==> src/rtl/hazard_ctrl.sv <==
// hazard_ctrl: load-use, redirect and fetch-miss hazard control for the 5-stage core.
// Define HAZARD_PERF_EN to build the saturating stall/flush perf counters.
module hazard_ctrl #(
    parameter int LOAD_LAT = 1,
    parameter int TIMEOUT  = 64,
    parameter int CNT_W    = 32
) (
    input  logic             clk,
    input  logic             rst,
    input  logic [4:0]       IF_ID_Rs,
    input  logic [4:0]       IF_ID_Rt,
    input  logic             IF_ID_UsesRt,
    input  logic             ID_EX_MemRead,
    input  logic [4:0]       ID_EX_Rt,
    input  logic             Branch_Taken,
    input  logic             Jump,
    input  logic             IMem_Ready,
    output logic             PC_Write,
    output logic             IF_ID_Write,
    output logic             Flush,
    output logic             ID_EX_Bubble,
    output logic             Timeout_Err,
    output logic [CNT_W-1:0] Stall_Count,
    output logic [CNT_W-1:0] Flush_Count
);
    typedef enum logic [1:0] {RUN, LU_STALL, IMISS} state_t;
    state_t     state, state_n;
    logic [3:0] cnt, cnt_n;
    logic [7:0] timer, timer_n;
    logic       err_n, hazard, pc_w, ifid_w, flush, bubble;
    assign hazard = ID_EX_MemRead && (ID_EX_Rt != 5'd0) &&
                    ((ID_EX_Rt == IF_ID_Rs) || (IF_ID_UsesRt && (ID_EX_Rt == IF_ID_Rt)));
    always_comb begin
        state_n = state;
        cnt_n   = cnt;
        timer_n = timer;
        err_n   = Timeout_Err;
        pc_w    = 1'b0;
        ifid_w  = 1'b0;
        flush   = 1'b0;
        bubble  = 1'b0;
        case (state)
            RUN: begin
                if (hazard) begin
                    bubble = 1'b1;
                    if (LOAD_LAT > 1) begin
                        state_n = LU_STALL;
                        cnt_n   = 4'(LOAD_LAT - 1);
                    end
                end else if (Branch_Taken || Jump) begin
                    pc_w   = 1'b1;
                    ifid_w = 1'b1;
                    flush  = 1'b1;
                end else if (!IMem_Ready) begin
                    flush   = 1'b1;
                    state_n = IMISS;
                    timer_n = 8'd1;
                end else begin
                    pc_w   = 1'b1;
                    ifid_w = 1'b1;
                end
            end
            LU_STALL: begin
                bubble = 1'b1;
                cnt_n  = cnt - 4'd1;
                if (cnt <= 4'd1) state_n = RUN;
            end
            IMISS: begin
                if (!IMem_Ready) begin
                    flush   = 1'b1;
                    timer_n = (timer == 8'hFF) ? timer : timer + 8'd1;
                    if (timer_n == 8'(TIMEOUT)) err_n = 1'b1;
                end else begin
                    pc_w    = 1'b1;
                    ifid_w  = 1'b1;
                    state_n = RUN;
                end
            end
            default: state_n = RUN;
        endcase
    end
    always_ff @(posedge clk or negedge rst) begin
        if (!rst) begin
            state       <= RUN;
            cnt         <= '0;
            timer       <= '0;
            Timeout_Err <= 1'b0;
        end else begin
            state       <= state_n;
            cnt         <= cnt_n;
            timer       <= timer_n;
            Timeout_Err <= err_n;
        end
    end
    // Reset forces every pipeline control low, whatever the state decode says.
    assign PC_Write     = rst & pc_w;
    assign IF_ID_Write  = rst & ifid_w;
    assign Flush        = rst & flush;
    assign ID_EX_Bubble = rst & bubble;
`ifdef HAZARD_PERF_EN
    always_ff @(posedge clk or negedge rst) begin
        if (!rst) begin
            Stall_Count <= '0;
            Flush_Count <= '0;
        end else begin
            if (!pc_w && !(&Stall_Count)) Stall_Count <= Stall_Count + CNT_W'(1);
            if (flush && !(&Flush_Count)) Flush_Count <= Flush_Count + CNT_W'(1);
        end
    end
`else
    assign Stall_Count = '0;
    assign Flush_Count = '0;
`endif
endmodule

==> config.mk <==
export PLATFORM = sky130hd
export DESIGN_NAME = hazard_ctrl
export DESIGN_NICKNAME = d
export VERILOG_FILES = /design/src/rtl/hazard_ctrl.sv
export SDC_FILE = /design/constraint.sdc
export NUM_CORES = 1
export LEC_CHECK = 0
export ABC_AREA = 1
export CAP_MARGIN = 20
export CELL_PAD_IN_SITES_DETAIL_PLACEMENT = 1
export CELL_PAD_IN_SITES_GLOBAL_PLACEMENT = 2
export CORE_MARGIN = 2
export CORE_UTILIZATION = 19
export CTS_CLUSTER_SIZE = 16
export DETAILED_ROUTE_END_ITERATION = 10
export GPL_ROUTABILITY_DRIVEN = 0
export PLACE_DENSITY = 0.95
export RECOVER_POWER = 25
export SLEW_MARGIN = 20
export SYNTH_ARGS = -nofsm -noshare
export SYNTH_HDL_FRONTEND = slang
export SYNTH_SLANG_ARGS = --single-unit
export TNS_END_PERCENT = 1
==> constraint.sdc <==
create_clock -name clk -period 3.2 [get_ports clk]
set_input_delay 0.8 -clock clk [delete_from_list [all_inputs] [get_ports clk]]
set_output_delay 0.8 -clock clk [all_outputs]
set_load 0.01 [all_outputs]
==> run summary <==
portion of the post-synthesis area used by sequential elements -> 16.9%
number of cells on the worst reg-to-reg path -> 6
portion of total power attributed to the clock network -> 26.8%
combinational fraction of design power -> 44.6%
die area -> 8530 µm²
minimum setup slack among reg-to-reg paths -> 1.34 ns
number of global-route vias before repair -> 1228
pin slew with the least headroom to its limit -> 0.563 ns
path class of the lowest-slack min-delay path -> reg -> reg
total negative slack for setup checks -> 0 ns
Root Buffer -> sky130_fd_sc_hd__clkbuf_8
dominant delay contributor by cell family on the critical path -> buffers and inverters
Syn Std Cell Area -> 1480 µm²
worst rel slew slack -> 62.4%
arrival time of the worst setup path -> 2.21 ns
final routed wirelength across all metal layers -> 3.38 mm
final instance area -> 1690 µm²
TritonCTS clock tree -> yes
first-pass GRT wire length -> 5.55 mm
Core ar. -> 7650 µm²
pin count of the biggest net entering global routing -> 13
timing-limited maximum frequency -> 0.332 GHz
DRT Pass-1 Iters -> 4
I/O pin count -> 91
net switching component of the power -> 0.249 mW
post-synthesis cell count -> 237
num rows -> 32
final-report max-slew violation count -> 0
count of routing violations after the opening detailed-route iteration -> 25
power density over the cells -> 354 nW/µm²
warnings from Yosys -> 0
share of the synthesized area in the top cell type -> 32.9%
Final setup violation count -> 0
worst setup path start -> ID_EX_Rt[1]
remaining global-route overflow -> 0
Die H -> 92.4 µm
hold-fix buffers at CTS -> 0
M1 WL -> 1.38 mm
Synth cell types -> 23
final setup skew -> 0.00274 ns
capturing element of the worst setup path -> ID_EX_Bubble
Startpoint Class -> input port
Bufs and invs on worst path -> 4
source of the worst register-to-register timing path -> state[1]
final worst hold slack -> 0.463 ns
worst skew pair latency -> 0.24 ns
placement-stage cell area -> 1650 µm²
detailed-route wire length per cell -> 9.14 µm
antenna-violating nets left -> 0
Crit path depth -> 11
DRC -> 0
Max-cap violations -> 0
Final Hold Fails -> 0
post-route setup slack -> 0.187 ns
static leakage -> 0.955 nW
global router's overall resource usage -> 8.05%
Area Overhead vs Synth -> 13.6%
post-layout min period -> 3.01 ns
number of buffers inserted during clock tree synthesis -> 3
cell type with the highest aggregate area in the netlist -> sky130_fd_sc_hd__buf_4
share of total power consumed by net switching -> 41.7%
Final nets -> 294
vias per std cell -> 3.55
count of antenna diodes in the layout -> 0
clock-pin slew reported for the worst setup and hold paths after clock tree synthesis -> 0.05 ns
critical register-to-register path endpoint -> timer[6]
Crit-path slowest cell -> sky130_fd_sc_hd__clkdlybuf4s50_1
number of sinks on the clock net -> 10
sum of net half-perimeters after detailed placement -> 2.93 mm
initial antenna violation count -> 0
CP max FO -> 3
start-to-end type of the worst setup path -> in -> out
Met3 Wirelength -> 225 µm
overall via count from detail_route -> 1312
power share of the sequential group -> 28.7%
final cycle utilization of the critical path -> 94.1%
port bufs -> 26
peak supply drop -> 160 µV
result of the run -> finished, final reports clean
Seq cells post-synth -> 10
mean instance size in the synthesized netlist -> 6.26 µm²
cell breakdown of the critical path -> clkdlybuf4s50_1 -> inv_1 -> nand2_1 -> nand2_1 -> nor2_1 -> nand3_1 -> nand2_1 -> nand2_1 -> buf_4 -> nor2_1 -> clkbuf_2
Power Internal -> 0.348 mW
Worst EP required -> 2.40 ns
share of final-layout standard cells stronger than drive strength 1 -> 8.58%
worst setup slack after placement -> -0.288 ns
effective utilization at floorplan -> 19.4%
number of buffers on the longest clock path -> 2
largest cells by area after synthesis -> sky130_fd_sc_hd__buf_4 33%, sky130_fd_sc_hd__dfrtp_1 17%, sky130_fd_sc_hd__nand2_1 17%
Die Width -> 92.4 µm
unrepaired setup endpoints after global routing -> false
highest metal layer with signal wires -> met4
element type at the critical path end -> output pin
number of levels in the clock H-tree -> 1
critical path's most frequent cell -> sky130_fd_sc_hd__nand2_1
slowest stage delay, CP -> 0.50 ns
met2 wirelength from detailed routing -> 1.72 mm
## timing repair
item,4_1_cts,5_1_grt
setup buffers,0,0
gates cloned,0,0
endpoints found under the setup margin,4,4
resized for setup,6,11
endpoints found under the hold margin,0,0
## cell usage in the layout, fill, tap and decap left out
master                             n
sky130_fd_sc_hd__nand2_1          66
sky130_fd_sc_hd__conb_1           64
sky130_fd_sc_hd__inv_1            27
sky130_fd_sc_hd__clkdlybuf4s50_1  17
sky130_fd_sc_hd__nor2_1           15
sky130_fd_sc_hd__nand3_1          12
sky130_fd_sc_hd__nand4_1          11
sky130_fd_sc_hd__dfrtp_1          10
sky130_fd_sc_hd__a21oi_1           6
sky130_fd_sc_hd__buf_4             6
sky130_fd_sc_hd__clkbuf_8          4
sky130_fd_sc_hd__clkbuf_2          4
sky130_fd_sc_hd__o21ai_0           3
sky130_fd_sc_hd__nand2_2           3
sky130_fd_sc_hd__ha_1              3
sky130_fd_sc_hd__xnor2_1           2
sky130_fd_sc_hd__nor2_2            2
sky130_fd_sc_hd__dlygate4sd2_1     2
sky130_fd_sc_hd__dlymetal6s2s_1    2
sky130_fd_sc_hd__nor3_2            1
sky130_fd_sc_hd__a21oi_2           1
sky130_fd_sc_hd__nor2_4            1
sky130_fd_sc_hd__o21ai_1           1
sky130_fd_sc_hd__o21bai_1          1
sky130_fd_sc_hd__a31oi_1           1
sky130_fd_sc_hd__or2_2             1
sky130_fd_sc_hd__dlygate4sd3_1     1
sky130_fd_sc_hd__clkbuf_1          1
## synthesized netlist by cell type
master and instances:
sky130_fd_sc_hd__buf_4 65, sky130_fd_sc_hd__buf_2 3, sky130_fd_sc_hd__nand2_1 66, sky130_fd_sc_hd__inv_1 27, sky130_fd_sc_hd__buf_6 1, sky130_fd_sc_hd__nor2_1 15
sky130_fd_sc_hd__xnor2_1 2, sky130_fd_sc_hd__o21bai_1 1, sky130_fd_sc_hd__ha_1 3, sky130_fd_sc_hd__or2_2 1, sky130_fd_sc_hd__nand4_1 11, sky130_fd_sc_hd__a21oi_2 1
sky130_fd_sc_hd__nor2_2 2, sky130_fd_sc_hd__a31oi_1 1, sky130_fd_sc_hd__nand3_1 12, sky130_fd_sc_hd__nor2_4 1, sky130_fd_sc_hd__nor3_1 1, sky130_fd_sc_hd__nand2_2 3
sky130_fd_sc_hd__o21ai_1 1, sky130_fd_sc_hd__o21ai_0 3, sky130_fd_sc_hd__conb_1 1, sky130_fd_sc_hd__a21oi_1 6, sky130_fd_sc_hd__dfrtp_1 10
## registers in the layout, indices dropped and copies added, names as in the netlist
name	flops
state	1
timer	8
Timeout_Err	1
## power groups by stage
| stage | registers, mW | logic (mW) | clock network [mW] |
|---|---|---|---|
| 6_report | 0.171 | 0.266 | 0.160 |
| 5_1_grt | 0.175 | 0.309 | 0.169 |
| 4_1_cts | 0.172 | 0.268 | 0.162 |
| 3_5_place_dp | 0.174 | 0.271 | 0 |
| 3_3_place_gp | 0.174 | 0.264 | 0 |
| 2_1_floorplan | 0.167 | 0.244 | 0 |
## worst register-to-register path: stages, from the launching register on
cell	delay, ns
sky130_fd_sc_hd__dfrtp_1	0.43
sky130_fd_sc_hd__inv_1	0.21
sky130_fd_sc_hd__ha_1	0.25
sky130_fd_sc_hd__a21oi_2	0.32
sky130_fd_sc_hd__nand3_1	0.34
sky130_fd_sc_hd__nand2_1	0.15
sky130_fd_sc_hd__nand2_1	0.05
## worst min path at each step
stage | startpoint | end | cells past startpoint
detailed placement | Timeout_Err | Timeout_Err | 2
global route | Timeout_Err | Timeout_Err | 2
finish | Timeout_Err | Timeout_Err | 2
global placement | Timeout_Err | Timeout_Err | 2
floorplan | timer[7] | timer[7] | 2
CTS | Timeout_Err | Timeout_Err | 2
## final cells by class
class                      instances  area (µm²)
clock buffer                       4        55.1
fill                             993        5960
tap                              102         128
inverter                          27         101
sequential                        10         250
multi-input combinational        194         860
timing repair buffer              33         292
## per-stage QoR
step | util (%) | cells | total power [mW]
floorplan | - | 300 | 0.410
finish | 22.0 | 370 | 0.597
CTS | 22.2 | 370 | 0.602
global placement | 21.5 | 366 | 0.438
global route | 22.0 | 370 | 0.653
detailed placement | 21.5 | 366 | 0.445
## metal layers
| metal | GRT usage [%] | up-vias |
|---|---|---|
| met5 | 0 | - |
| met4 | 3.48 | 0 |
| met3 | 1.63 | 4 |
| met2 | 14.2 | 50 |
| met1 | 9.38 | 593 |
| li1 | - | 665 |
## cell families (layout without fill, tap and decap cells)
| group | Yosys count | after routing | synth area share (%) |
|---|---|---|---|
| xor gates and xnor gates | 2 | 2 | 1.18 |
| other | 1 | 64 | 0.253 |
| AOI/OAI and AO/OA | 13 | 13 | 4.89 |
| and+or+nand+nor | 112 | 112 | 32.8 |
| adders and majority gates | 3 | 3 | 2.53 |
| DFF | 10 | 10 | 16.9 |
| buffers and inverters | 96 | 64 | 41.5 |
Power figures use the tool's default switching activity.
